--- config.mk ---
export PLATFORM = sky130hd
export DESIGN_NAME = boid_fb_scheduler
export DESIGN_NICKNAME = d
export VERILOG_FILES = /design/src/rtl/boid_fb_pkg.sv /design/src/rtl/boid_fb_addr_calc.sv /design/src/rtl/boid_fb_scheduler.sv
export SDC_FILE = /design/constraint.sdc
export NUM_CORES = 1
export LEC_CHECK = 0
export ABC_AREA = 1
export ABC_CLOCK_PERIOD_IN_PS = 12700
export BUFFER_PORTS_ARGS = -buffer_cell sky130_fd_sc_hd__buf_2
export CORE_ASPECT_RATIO = 1.5
export CORE_MARGIN = 10
export CORE_UTILIZATION = 45
export DETAILED_ROUTE_END_ITERATION = 10
export PLACE_DENSITY_LB_ADDON = 0.3
export SYNTH_ARGS = -nofsm -noshare
export SYNTH_HDL_FRONTEND = slang
export SYNTH_HIERARCHICAL = 1
export SYNTH_SLANG_ARGS = --single-unit
--- constraint.sdc ---
create_clock -name clk -period 12.7 [get_ports clk]
set_input_delay 2.54 -clock clk [delete_from_list [all_inputs] [get_ports clk]]
set_output_delay 2.54 -clock clk [all_outputs]
set_load 0.05 [all_outputs]
--- src/rtl/boid_fb_pkg.sv ---
// Shared constants and types for the boid framebuffer write scheduler.
// Optional 2x2 block plotting is selected with the BOID_BLOCK2X2_EN macro.
package boid_fb_pkg;
  localparam int FB_W   = 320;
  localparam int FB_H   = 240;
  localparam int ADDR_W = 20;

  typedef logic [ADDR_W-1:0] pix_addr_t;

  typedef enum logic [2:0] {
    CLEAR,
    IDLE,
    ERASE,
    FETCH,
    PLOT,
    DONE
  } fb_state_e;
endpackage

--- src/rtl/boid_fb_addr_calc.sv ---
// Maps a pixel coordinate to its linear framebuffer address and an in-bounds flag.
// Purely combinational; shared by the scheduler and the VGA-side address logic.
module boid_fb_addr_calc
  import boid_fb_pkg::*;
#(
  parameter int FB_W   = boid_fb_pkg::FB_W,
  parameter int FB_H   = boid_fb_pkg::FB_H,
  parameter int ADDR_W = boid_fb_pkg::ADDR_W,
  parameter int X_W    = 10,
  parameter int Y_W    = 9
) (
  input  logic [X_W-1:0]    x_i,
  input  logic [Y_W-1:0]    y_i,
  output logic [ADDR_W-1:0] addr_o,
  output logic              in_bounds_o
);
  // Constant multiply by FB_W unrolled into one shifted copy of y per set bit.
  // NOTE: blocking assignments let addr_o accumulate within one evaluation, and
  // assigning it first on every pass keeps the block free of inferred latches.
  always_comb begin
    addr_o = ADDR_W'(x_i);
    for (int b = 0; b < 31; b++) begin
      if (FB_W[b]) addr_o = addr_o + (ADDR_W'(y_i) << b);
    end
  end

  assign in_bounds_o = (32'(x_i) < 32'(FB_W)) && (32'(y_i) < 32'(FB_H));
endmodule

--- src/rtl/boid_fb_scheduler.sv ---
// Sequences clear/erase/plot writes into the 1-bit boid framebuffer, yielding the port to VGA reads.
// Define BOID_BLOCK2X2_EN to plot and erase each boid as a clipped 2x2 block.
module boid_fb_scheduler
  import boid_fb_pkg::*;
#(
  parameter int NUM_BOIDS = 32,
  parameter int FB_W      = boid_fb_pkg::FB_W,
  parameter int FB_H      = boid_fb_pkg::FB_H,
  parameter int ADDR_W    = boid_fb_pkg::ADDR_W,
  parameter int X_W       = 10,
  parameter int Y_W       = 9
) (
  input  logic                         clk,
  input  logic                         reset,
  input  logic                         frame_sync,
  input  logic                         vga_rd_req,
  input  logic [ADDR_W-1:0]            vga_rd_addr,
  output logic [$clog2(NUM_BOIDS)-1:0] boid_idx,
  input  logic [X_W-1:0]               boid_x,
  input  logic [Y_W-1:0]               boid_y,
  output logic [ADDR_W-1:0]            fb_addr,
  output logic                         fb_we,
  output logic                         fb_wdata,
  output logic                         busy,
  output logic                         frame_done,
  output logic                         overrun
);
  localparam int IDX_W   = $clog2(NUM_BOIDS);
  localparam int NUM_PIX = FB_W * FB_H;

  fb_state_e            state_q;
  logic [IDX_W-1:0]     idx_q;
  logic [ADDR_W-1:0]    clr_q;
  logic                 sync_q, busy_q, frame_done_q, overrun_q;
  logic [NUM_BOIDS-1:0] shadow_valid_q;
  logic [ADDR_W-1:0]    shadow_addr_q [NUM_BOIDS];

  logic [ADDR_W-1:0] calc_addr, blk_off, fsm_addr;
  logic calc_in_bounds, sync_rise, last_boid, last_sub;
  logic erase_skip, plot_skip, fsm_we, fsm_wdata, step_ok;

  boid_fb_addr_calc #(
    .FB_W(FB_W), .FB_H(FB_H), .ADDR_W(ADDR_W), .X_W(X_W), .Y_W(Y_W)
  ) u_addr_calc (
    .x_i        (boid_x),
    .y_i        (boid_y),
    .addr_o     (calc_addr),
    .in_bounds_o(calc_in_bounds)
  );

  assign sync_rise = frame_sync & ~sync_q;
  assign last_boid = (idx_q == IDX_W'(NUM_BOIDS - 1));

`ifdef BOID_BLOCK2X2_EN
  logic [1:0] sub_q;
  logic [1:0] calc_clip;                      // {row clipped, column clipped}
  logic [1:0] shadow_clip_q [NUM_BOIDS];

  assign calc_clip  = {(32'(boid_y) + 1) >= 32'(FB_H), (32'(boid_x) + 1) >= 32'(FB_W)};
  assign last_sub   = &sub_q;
  assign blk_off    = (sub_q[0] ? ADDR_W'(1) : '0) + (sub_q[1] ? ADDR_W'(FB_W) : '0);
  assign erase_skip = |(sub_q & shadow_clip_q[idx_q]);
  assign plot_skip  = |(sub_q & calc_clip);
`else
  assign last_sub   = 1'b1;
  assign blk_off    = '0;
  assign erase_skip = 1'b0;
  assign plot_skip  = 1'b0;
`endif

  always_comb begin
    fsm_addr  = clr_q;
    fsm_we    = 1'b0;
    fsm_wdata = 1'b0;
    case (state_q)
      CLEAR: fsm_we = busy_q;
      ERASE: begin
        fsm_addr = shadow_addr_q[idx_q] + blk_off;
        fsm_we   = shadow_valid_q[idx_q] & ~erase_skip;
      end
      PLOT: begin
        fsm_addr  = calc_addr + blk_off;
        fsm_we    = calc_in_bounds & ~plot_skip;
        fsm_wdata = 1'b1;
      end
      default: ;
    endcase
  end

  // A pending write completes only on a cycle the VGA reader leaves free.
  assign step_ok    = ~fsm_we | ~vga_rd_req;
  assign fb_addr    = vga_rd_req ? vga_rd_addr : fsm_addr;
  assign fb_we      = fsm_we & ~vga_rd_req;
  assign fb_wdata   = fsm_wdata & ~vga_rd_req;
  assign busy       = busy_q;
  assign frame_done = frame_done_q;
  assign overrun    = overrun_q;
  assign boid_idx   = idx_q;

  // NOTE: sequential state uses non-blocking assignments so every register
  // samples the pre-edge values regardless of statement order.
  always_ff @(posedge clk or posedge reset) begin
    if (reset) begin
      state_q        <= CLEAR;
      idx_q          <= '0;
      clr_q          <= '0;
      sync_q         <= 1'b0;
      busy_q         <= 1'b0;
      frame_done_q   <= 1'b0;
      overrun_q      <= 1'b0;
      shadow_valid_q <= '0;
`ifdef BOID_BLOCK2X2_EN
      sub_q          <= '0;
`endif
    end else begin
      sync_q       <= frame_sync;
      frame_done_q <= 1'b0;
      overrun_q    <= sync_rise && (state_q != IDLE);
      case (state_q)
        CLEAR: begin
          if (!busy_q) begin
            busy_q <= 1'b1;
          end else if (step_ok) begin
            if (clr_q == ADDR_W'(NUM_PIX - 1)) begin
              clr_q   <= '0;
              busy_q  <= 1'b0;
              state_q <= IDLE;
            end else begin
              clr_q <= clr_q + 1'b1;
            end
          end
        end
        IDLE: begin
          if (sync_rise) begin
            idx_q   <= '0;
            busy_q  <= 1'b1;
            state_q <= ERASE;
          end
        end
        ERASE: begin
          if (!shadow_valid_q[idx_q] || (step_ok && last_sub)) begin
            idx_q <= idx_q + 1'b1;
            if (last_boid) state_q <= FETCH;
          end
        end
        FETCH: state_q <= PLOT;
        PLOT: begin
          shadow_valid_q[idx_q] <= calc_in_bounds;
          if (!calc_in_bounds || (step_ok && last_sub)) begin
            idx_q   <= idx_q + 1'b1;
            state_q <= last_boid ? DONE : FETCH;
          end
        end
        DONE: begin
          frame_done_q <= 1'b1;
          busy_q       <= 1'b0;
          state_q      <= IDLE;
        end
        default: state_q <= CLEAR;
      endcase
`ifdef BOID_BLOCK2X2_EN
      if (step_ok && ((state_q == ERASE && shadow_valid_q[idx_q]) ||
                      (state_q == PLOT && calc_in_bounds))) begin
        sub_q <= sub_q + 1'b1;
      end
`endif
    end
  end

  // NOTE: shadow addresses carry no reset; shadow_valid_q alone says whether an entry is live.
  always_ff @(posedge clk) begin
    if (state_q == PLOT && calc_in_bounds) begin
      shadow_addr_q[idx_q] <= calc_addr;
`ifdef BOID_BLOCK2X2_EN
      shadow_clip_q[idx_q] <= calc_clip;
`endif
    end
  end
endmodule

==> impl_metrics.py, run 1 <==
metrics = {
    "run_status": {
        "status": "finished clean",
    },
    "critical_path": {
        "cp_common_cell": "nand2_1",
        "start_kind": "input port",
        "worstPathMaxFanout": 33,
        "r2r_cells": 7,
        "arrival_ps": 6220,
        "cp.buffers_inverters": 3,
        "worstSetupPathType": "in2out",
        "r2r_slack_ps": 7900,
        "critPathMaxStageDelay_ps": 760,
        "r2r-end": "shadow_addr_q[12][6]",
        "r2r_start": "boid_idx[1]",
        "cp_slowest_cell": "nand2_1",
        "path_delay_family": "adder cells",
        "end_kind": "primary output",
        "crit_chain": "buf_2 -> ha_1 -> fa_1 -> xor2_1 -> ha_1 -> inv_1 -> fa_1 -> o21ai_1 -> nand3b_1 -> nand2_1 -> nand2_1 -> nand2_1 -> a221oi_1 -> a21oi_1 -> buf_2",
        "required_ps": 10160,
    },
    "die": {
        "dieArea_um2": 76400,
        "rows": 114,
        "die_w_um": 229,
        "initial_core_util": 0.456,
        "core_um2": 64800,
        "num_io_pins": 73,
        "die_h_um": 334,
    },
    "synthesis": {
        "synth_ff_type": "edfxtp_1",
        "async_flop_share": 0.0909,
        "avgSynthCellArea_um2": 11.7,
        "synth_edf_count": 640,
        "ys_seq_elements": 704,
        "synth_cell_types": 46,
        "ys.warnings.count": 6,
        "synth_area_um2": 29500,
        "syn_inst": 2518,
        "seq_area_frac_synth": 0.705,
    },
    "clocking": {
        "clk_pin_slew_ps": 70,
        "cts-root-buf": "clkbuf_16",
        "post-cts-setup-buffers": 0,
        "hold_buffers": 0,
        "cts_tree": "built",
        "cts-buffers-inserted": 61,
        "ctsHtreeMaxLevel": 2,
        "cts_buffer_depth": 3,
        "clock-sinks": 704,
        "clk_latency_ps": 650,
        "cts-resized-gates": 0,
    },
    "layout": {
        "antenna_cells": 0,
        "mostFrequentLayoutCells": "640 x edfxtp_1, 385 x nor2_1, 355 x o21ai_0",
        "drive_gt1_frac": 0.105,
        "final-seq-area_um2": 20800,
        "final_common_cell": "edfxtp_1",
        "fin_nets": 2599,
        "utilization": 0.508,
        "area_growth_pct": 11.5,
        "fin_area_um2": 32900,
        "n_fill_cell": 5644,
        "multiInputGateArea_um2": 7850,
    },
    "global_route": {
        "overflow": 0,
        "antenna_found_initial": 0,
        "grtUsageTotal": 0.217,
        "grt_max_degree": 181,
        "grt_pass1_wl_um": 126000,
        "grt_pass1_vias": 19899,
    },
    "drt": {
        "drc": 0,
        "vias": 20494,
        "drt_first_pass_iters": 6,
        "drtIter0Drc": 2093,
        "wl_per_cell_um": 24.8,
        "via_per_inst": 5.94,
        "wirelength_um": 85500,
        "ant_nets": 0,
    },
    "sta": {
        "worst_slew_pin_slew_ps": 1270,
        "rsz0062_at_grt": "no",
        "max-slew-margin-rel": 0.154,
        "hold_violations": 0,
        "finalWorstSetupSlack_ps": 3940,
        "setup_viol": 0,
        "slew_viol_final": 0,
        "skew_ps": 30.0,
        "fin_setup_tns_ps": 0,
        "max_clock_freq_ghz": 0.114,
        "hold-worst-slack_ps": 499,
        "min_period_ps": 8760,
        "post-route-period-util": 0.690,
    },
    "worst_hold_path": {
        "hold_path_depth": 2,
        "hold_path_end": "shadow_valid_q[12]",
        "hold_path_startpoint": "shadow_valid_q[12]",
        "holdCritPathClass": "reg2reg",
    },
    "place": {
        "dp_hpwl_um": 48800,
        "place_congestion": 0.872,
        "portBuffers": 72,
        "place_ws_ps": 3920,
        "place_area_um2": 30800,
    },
    "power": {
        "power.density_nw_per_um2": 185,
        "p_leak_nw": 11.3,
        "ir_worst_vdd_uv": 187,
    },
    "job": {
        "cap_violations": 0,
    },
}
## cell families (layout without fill, tap and decap cells)
kind of cell	count (synthesis)	in the layout	share of synthesized area
AND/OR/NAND/NOR	881	881	0.123
flip-flops	704	704	0.705
AO/OA/AOI/OAI	629	629	0.118
buffers and inverters	265	329	0.0385
adder cells (fa/ha/maj)	21	21	0.00941
XOR/XNOR	17	17	0.00530
other	1	2	0.000127
## power by group
group / leakage, nW / switching (W) / internal [W]
registers: 6.45 / 0.0000459 / 0.00263
clock network: 0.983 / 0.000840 / 0.00108
logic: 3.86 / 0.00111 / 0.000393
## metal layers
metal	GRT usage	wire length, um
met5	0	0
met4	0.145	5990
met3	0.0269	5030
met2	0.375	43200
met1	0.250	31300
## synth_stat cells (2+ instances only)
master / instances / share of area
clkbuf_1: 96 / 0.012
o21ai_1: 39 / 0.0066
nand2_2: 2 / 0.00042
nand3b_1: 4 / 0.0010
o31ai_1: 9 / 0.0023
xnor2_1: 6 / 0.0018
a221oi_1: 16 / 0.0047
nor2_1: 415 / 0.053
buf_6: 5 / 0.0019
inv_1: 97 / 0.012
buf_2: 39 / 0.0066
edfxtp_1: 640 / 0.65
a41oi_1: 4 / 0.0012
inv_2: 9 / 0.0011
o21bai_1: 5 / 0.0013
o21ai_0: 355 / 0.060
a22o_1: 7 / 0.0021
a21oi_1: 31 / 0.0053
nand2_1: 333 / 0.042
dfrtp_1: 64 / 0.054
nor3_2: 8 / 0.0027
nand4_1: 40 / 0.0085
clkinv_1: 2 / 0.00025
buf_4: 15 / 0.0038
xor2_1: 10 / 0.0030
nor3_1: 22 / 0.0037
fa_1: 2 / 0.0014
ha_1: 19 / 0.0081
nor4_1: 3 / 0.00064
o22ai_1: 160 / 0.034
nand3_1: 45 / 0.0076
buf_1: 2 / 0.00025
## how the worst max path moves through the flow
| stage | startpoint | end | slack [ps] | depth (start not counted) |
|---|---|---|---|---|
| 2_1_floorplan | boid_x[6] | fb_addr[12] | 3950 | 11 |
| 3_3_place_gp | boid_x[6] | fb_addr[14] | 3970 | 15 |
| 3_5_place_dp | boid_x[6] | fb_addr[14] | 3920 | 15 |
| 4_1_cts | boid_x[6] | fb_addr[14] | 3910 | 15 |
| 5_1_grt | boid_x[6] | fb_addr[14] | 3670 | 15 |
| 6_report | boid_x[6] | fb_addr[14] | 3940 | 15 |
## layout make-up
| type | instances | share of cell area |
|---|---|---|
| timing repair buffer | 110 | 0.0200 |
| clock inverter | 44 | 0.0155 |
| tap | 870 | 0.0331 |
| clock buffer | 67 | 0.0471 |
| sequential | 704 | 0.633 |
| multi-input combinational | 1550 | 0.239 |
| inverter | 108 | 0.0126 |
## registers in the layout (all words and copies together) (netlist names)
name and flops:
sync_q 1, shadow_addr_q 640, clr_q 20, busy 1
shadow_valid_q 32, boid_idx 5, state_q 3, frame_done 1
overrun 1
## worst reg2reg max path: cells and delay by family, from the launching register on
family / cells / cell delay, ps
adder cells (fa/ha/maj): 1 / 530
buffers and inverters: 3 / 1860
flip-flops: 1 / 680
AND/OR/NAND/NOR: 3 / 1300
## stage by stage
step / total power, W / std cells
6_report: 0.00610 / 3453
5_1_grt: 0.00633 / 3453
4_1_cts: 0.00610 / 3453
3_5_place_dp: 0.00420 / 3342
3_3_place_gp: 0.00417 / 3342
2_1_floorplan: 0.00373 / 2519
Power figures use the tool's default switching activity.
==> inputs of run 2 (changes only) <==
--- a/config.mk
+++ b/config.mk
@@ -5,8 +5,8 @@
 export SDC_FILE = /design/constraint.sdc
 export NUM_CORES = 1
 export LEC_CHECK = 0
-export ABC_AREA = 1
-export ABC_CLOCK_PERIOD_IN_PS = 12700
+export ABC_AREA = 0
+export ABC_CLOCK_PERIOD_IN_PS = 8200
 export BUFFER_PORTS_ARGS = -buffer_cell sky130_fd_sc_hd__buf_2
 export CORE_ASPECT_RATIO = 1.5
 export CORE_MARGIN = 10
==> constraint.sdc (replaced) <==
create_clock -name clk -period 8.2 [get_ports clk]
set_input_delay 1.64 -clock clk [delete_from_list [all_inputs] [get_ports clk]]
set_output_delay 1.64 -clock clk [all_outputs]
set_load 0.05 [all_outputs]
==> impl_metrics.py, run 2 <==
metrics = {
    "clocking": {
        "post-cts-setup-buffers": 0,
        "cts-resized-gates": 0,
        "clk_latency_ps": 610,
        "hold_buffers": 0,
        "clk_pin_slew_ps": 70,
        "clock-sinks": 704,
        "ctsHtreeMaxLevel": 2,
        "cts_tree": "built",
        "cts_buffer_depth": 3,
        "cts-buffers-inserted": 59,
        "cts-root-buf": "clkbuf_16",
    },
    "place": {
        "portBuffers": 72,
        "dp_hpwl_um": 39800,
        "place_congestion": 0.789,
        "dp_cells": 2351,
    },
    "layout": {
        "mostFrequentLayoutCells": "640 x edfxtp_1, 160 x mux4_2, 81 x a22oi_1",
        "fin_cells": 2461,
        "top_register": "shadow_addr_q",
        "top_regs": "shadow_addr_q x640, shadow_valid_q x32, clr_q x20",
        "fin_nets": 1671,
        "antenna_cells": 0,
        "largest_register_ffs": 640,
        "drive_gt1_frac": 0.271,
        "final_common_cell": "edfxtp_1",
        "area_growth_pct": 12.4,
    },
    "global_route": {
        "grt_max_degree": 164,
        "grt_use_met3": 0.0268,
        "grt_use_met2": 0.344,
        "grt_pass1_wl_um": 107000,
        "use_met1": 0.243,
        "grt_pass1_vias": 15582,
        "overflow": 0,
        "antenna_found_initial": 1,
        "busiest_layer": "met2",
        "grtUsageTotal": 0.198,
    },
    "sta": {
        "setup_viol": 0,
        "skew_ps": 10.7,
        "rsz0062_at_grt": "no",
        "post-route-period-util": 0.856,
        "min_period_ps": 7020,
        "max-slew-margin-rel": 0.279,
        "slew_viol_final": 0,
        "worst_slew_pin_slew_ps": 1080,
        "max_clock_freq_ghz": 0.142,
        "hold-worst-slack_ps": 504,
        "fin_setup_tns_ps": 0,
        "hold_violations": 0,
    },
    "drt": {
        "wl_per_cell_um": 29.8,
        "drt_first_pass_iters": 5,
        "drc": 0,
        "via_per_inst": 6.15,
        "wirelength_um": 73300,
        "vias": 15132,
        "drtIter0Drc": 1489,
        "ant_nets": 0,
    },
    "critical_path": {
        "arrival_ps": 5380,
        "required_ps": 6560,
        "crit_chain": "buf_2 -> ha_1 -> fa_1 -> a21o_1 -> a21oi_1 -> nor2_1 -> xor2_1 -> ha_1 -> a21oi_2 -> o21ai_2 -> a31oi_1 -> xnor2_2 -> buf_4 -> a221o_1 -> a21oi_1 -> a21oi_1 -> buf_2",
        "cp.buffers_inverters": 3,
        "cp_common_cell": "a21oi_1",
        "worstPathMaxFanout": 33,
        "critPathMaxStageDelay_ps": 410,
        "cp_slowest_cell": "fa_1",
        "end_kind": "primary output",
        "path_delay_family": "compound AO/OA/AOI/OAI gates",
        "worstSetupPathType": "in2out",
        "start_kind": "input port",
    },
    "synthesis": {
        "synth_top_area_share": 0.672,
        "synth_cell_types": 71,
        "syn_inst": 1518,
        "synth_area_leaders": "edfxtp_1 67%, mux4_2 13%, dfrtp_1 5.6%, a22oi_1 2.1%, nor2_1 0.98%",
        "synth_most_common_cell": "edfxtp_1",
        "synth_ff_type": "edfxtp_1",
        "ys_seq_elements": 704,
        "yosysTopAreaCell": "edfxtp_1",
        "seq_area_frac_synth": 0.728,
        "async_flop_share": 0.0909,
        "yosys-top-cells-count": "640 x edfxtp_1, 160 x mux4_2, 81 x a22oi_1, 75 x nor2_1, 64 x dfrtp_1",
        "synth_area_um2": 28600,
        "synth_edf_count": 640,
        "avgSynthCellArea_um2": 18.8,
        "ys.warnings.count": 6,
    },
    "job": {
        "cap_violations": 0,
    },
    "power": {
        "ir_worst_vdd_uv": 174,
        "power.density_nw_per_um2": 229,
        "p_leak_nw": 10.1,
    },
    "die": {
        "die_w_um": 226,
        "core_um2": 63200,
        "num_io_pins": 73,
        "die_h_um": 329,
        "rows": 113,
        "initial_core_util": 0.452,
        "dieArea_um2": 74200,
    },
    "worst_hold_path": {
        "holdCritPathClass": "reg2reg",
    },
    "run_status": {
        "status": "finished clean",
    },
}
## run 2: final cells by class
cell class / count / area [um^2]
multi-input cells: 683 / 7360
well taps: 805 / 1010
fillers: 5011 / 31100
repair buffers: 125 / 796
flip-flops and latches: 704 / 20800
clock buffers: 78 / 1620
inverters: 34 / 128
clock inverters: 32 / 385
## run 2: through the flow
stage / worst slack (ps) / power, W / utilization / cell area [um^2]
floorplan: 683 / 0.00437 / - / 28600
global route: 915 / 0.00757 / 0.508 / 32100
CTS: 1180 / 0.00742 / 0.508 / 32100
finish: 1180 / 0.00737 / 0.508 / 32100
global placement: 1230 / 0.00451 / 0.477 / 30100
detailed placement: 1180 / 0.00453 / 0.477 / 30100
## run 2: path summary, 6_finish.rpt
kind,start,to,slack (ps),cells past startpoint
max,boid_x[6],fb_addr[15],1180,17
min reg2reg,shadow_valid_q[22],shadow_valid_q[22],500,1
max in group asynchronous,reset,boid_idx[1],6130,3
min in group asynchronous,reset,sync_q,1120,2
min,shadow_valid_q[22],shadow_valid_q[22],500,1
max reg2reg,boid_idx[1],shadow_addr_q[31][5],4760,5
## run 2: kinds of logic (layout without fill, tap and decap cells)
family / count (synthesis) / after routing / synth area share
buf+inv: 132 / 269 / 0.0205
mux: 188 / 188 / 0.137
other cells: 1 / 2 / 0.000131
xor+xnor: 30 / 30 / 0.00919
simple gates: 203 / 203 / 0.0380
fa+ha+maj: 21 / 21 / 0.00972
flops: 704 / 704 / 0.728
compound gates: 239 / 239 / 0.0572
## run 2: where the power goes
part           internal (W)  total (W)  switching, W
clock network       0.00167    0.00292       0.00124
logic             0.0000919   0.000376      0.000285
registers           0.00405    0.00408     0.0000257
total               0.00582    0.00737       0.00155
## run 2: per-layer routing
layer,routed length [um],vias to the layer above
li1,-,6356
met1,27100,8005
met2,38000,618
met3,4940,153
met4,3300,0
met5,0,-
==> inputs of run 3 (changes only) <==
--- a/config.mk
+++ b/config.mk
@@ -10,7 +10,7 @@
 export BUFFER_PORTS_ARGS = -buffer_cell sky130_fd_sc_hd__buf_2
 export CORE_ASPECT_RATIO = 1.5
 export CORE_MARGIN = 10
-export CORE_UTILIZATION = 45
+export CORE_UTILIZATION = 55
 export DETAILED_ROUTE_END_ITERATION = 10
 export PLACE_DENSITY_LB_ADDON = 0.3
 export SYNTH_ARGS = -nofsm -noshare
==> impl_metrics.py, run 3 (same netlist as run 2, synthesis figures left out) <==
metrics = {
    "run_status": {
        "status": "finished clean",
    },
    "layout": {
        "top_register": "shadow_addr_q",
        "area_growth_pct": 11.8,
        "fin_nets": 1670,
        "multiInputGateArea_um2": 7400,
        "largest_register_ffs": 640,
        "antenna_cells": 0,
        "n_fill_cell": 3597,
        "fin_cells": 2333,
        "final-seq-area_um2": 20800,
        "mostFrequentLayoutCells": "640 x edfxtp_1, 160 x mux4_2, 81 x a22oi_1",
        "top_regs": "shadow_addr_q x640, shadow_valid_q x32, clr_q x20",
        "final_common_cell": "edfxtp_1",
        "drive_gt1_frac": 0.273,
    },
    "clocking": {
        "clk_latency_ps": 620,
        "cts-root-buf": "clkbuf_16",
        "cts-buffers-inserted": 59,
        "ctsHtreeMaxLevel": 2,
        "post-cts-setup-buffers": 0,
        "cts_buffer_depth": 3,
        "cts_tree": "built",
        "cts-resized-gates": 0,
        "clock-sinks": 704,
        "hold_buffers": 0,
        "clk_pin_slew_ps": 60,
    },
    "critical_path": {
        "worstPathMaxFanout": 17,
        "crit_chain": "buf_2 -> ha_1 -> fa_1 -> a21o_1 -> a21oi_1 -> nor2_1 -> xor2_1 -> ha_1 -> a21oi_2 -> a21boi_2 -> o41a_1 -> xor2_2 -> a221o_1 -> a21oi_1 -> a21oi_1 -> buf_2",
        "worstSetupPathType": "in2out",
        "cp.buffers_inverters": 2,
        "cp_common_cell": "a21oi_1",
        "path_delay_family": "compound AO/OA/AOI/OAI gates",
        "end_kind": "primary output",
        "arrival_ps": 5550,
        "cp_slowest_cell": "xor2_2",
        "r2r_cells": 5,
        "start_kind": "input port",
        "required_ps": 6560,
        "cp.depth": 16,
        "critPathMaxStageDelay_ps": 630,
    },
    "global_route": {
        "grt_use_met2": 0.360,
        "grt_use_met3": 0.0460,
        "grt_pass1_vias": 15410,
        "overflow": 0,
        "use_met1": 0.292,
        "antenna_found_initial": 4,
        "grt_pass1_wl_um": 101000,
        "grt_max_degree": 92,
        "busiest_layer": "met2",
        "grtUsageTotal": 0.222,
    },
    "sta": {
        "rsz0062_at_grt": "no",
        "slew_viol_final": 0,
        "fin_setup_tns_ps": 0,
        "max_clock_freq_ghz": 0.139,
        "max-slew-margin-rel": 0.202,
        "worst_slew_pin_slew_ps": 1200,
        "setup_viol": 0,
        "post-route-period-util": 0.877,
        "skew_ps": 15.2,
        "hold_violations": 0,
        "finalWorstSetupSlack_ps": 1010,
        "hold-worst-slack_ps": 507,
        "min_period_ps": 7190,
    },
    "die": {
        "dieArea_um2": 61700,
        "initial_core_util": 0.554,
        "rows": 102,
        "num_io_pins": 73,
        "die_h_um": 299,
        "core_um2": 51600,
        "die_w_um": 206,
    },
    "power": {
        "ir_worst_vdd_uv": 194,
        "combPwrFrac": 0.052,
        "switching_power_w": 0.00158,
        "intPower_w": 0.00573,
        "pwr-share-seq": 0.557,
        "p_leak_nw": 10.1,
        "clock_power_share": 0.392,
        "swShare": 0.216,
        "power.density_nw_per_um2": 229,
    },
    "job": {
        "cap_violations": 0,
    },
    "drt": {
        "wirelength_um": 68300,
        "vias": 15264,
        "drtIter0Drc": 1318,
        "drc": 0,
        "ant_nets": 0,
        "drt_first_pass_iters": 5,
        "wl_per_cell_um": 29.3,
        "via_per_inst": 6.54,
    },
    "place": {
        "dp_cells": 2221,
        "dp_hpwl_um": 39000,
        "place_ws_ps": 979,
        "portBuffers": 72,
        "place_congestion": 0.835,
    },
    "worst_hold_path": {
        "holdCritPathClass": "reg2reg",
        "hold_path_depth": 1,
    },
}
==> run 3: routing by layer <==
layer / vias to the layer above / routed length (um)
met2: 819 / 34200
met5: - / 42
met1: 7914 / 25200
li1: 6370 / -
met4: 8 / 2250
met3: 153 / 6510
==> run 3: layout make-up <==
type                    instances  share of cell area
inverters                      34             0.00399
clock buffers                  70              0.0488
clock inverters                42              0.0132
well taps                     676              0.0265
flip-flops and latches        704               0.651
multi-input cells             683               0.231
repair buffers                124              0.0247
==> run 3: per-stage QoR <==
stage | power (W) | area, um^2 | util
after global routing | 0.00751 | 32000 | 0.620
final | 0.00732 | 32000 | 0.620
after detailed placement | 0.00452 | 30000 | 0.581
after CTS | 0.00734 | 32000 | 0.620
after global placement | 0.00450 | 30000 | 0.581
after floorplan | 0.00437 | 28600 | -
==> run 3: worst paths after layout <==
path,start,to,slack (ps)
setup / recovery,boid_x[6],fb_addr[16],1010
hold / removal,shadow_valid_q[23],shadow_valid_q[23],510
setup reg to reg,state_q[2],shadow_addr_q[11][4],4580
hold reg to reg,shadow_valid_q[23],shadow_valid_q[23],510
max in group asynchronous,reset,boid_idx[1],6280
min in group asynchronous,reset,clr_q[4],1240
==> run 3: power groups by stage <==
stage               combinational (W)  clock, W  sequential, W
finish                       0.000379   0.00287        0.00407
global route                 0.000417   0.00302        0.00407
CTS                          0.000374   0.00289        0.00407
detailed placement           0.000374         0        0.00415
global placement             0.000355         0        0.00415
floorplan                    0.000223         0        0.00415
==> run 3: worst register-to-register path: stages, from the launching register on <==
cell and delay (ps):
dfrtp_1 580, inv_1 170, nor3_2 200, buf_4 340
nand3_1 830, nor2_4 1090
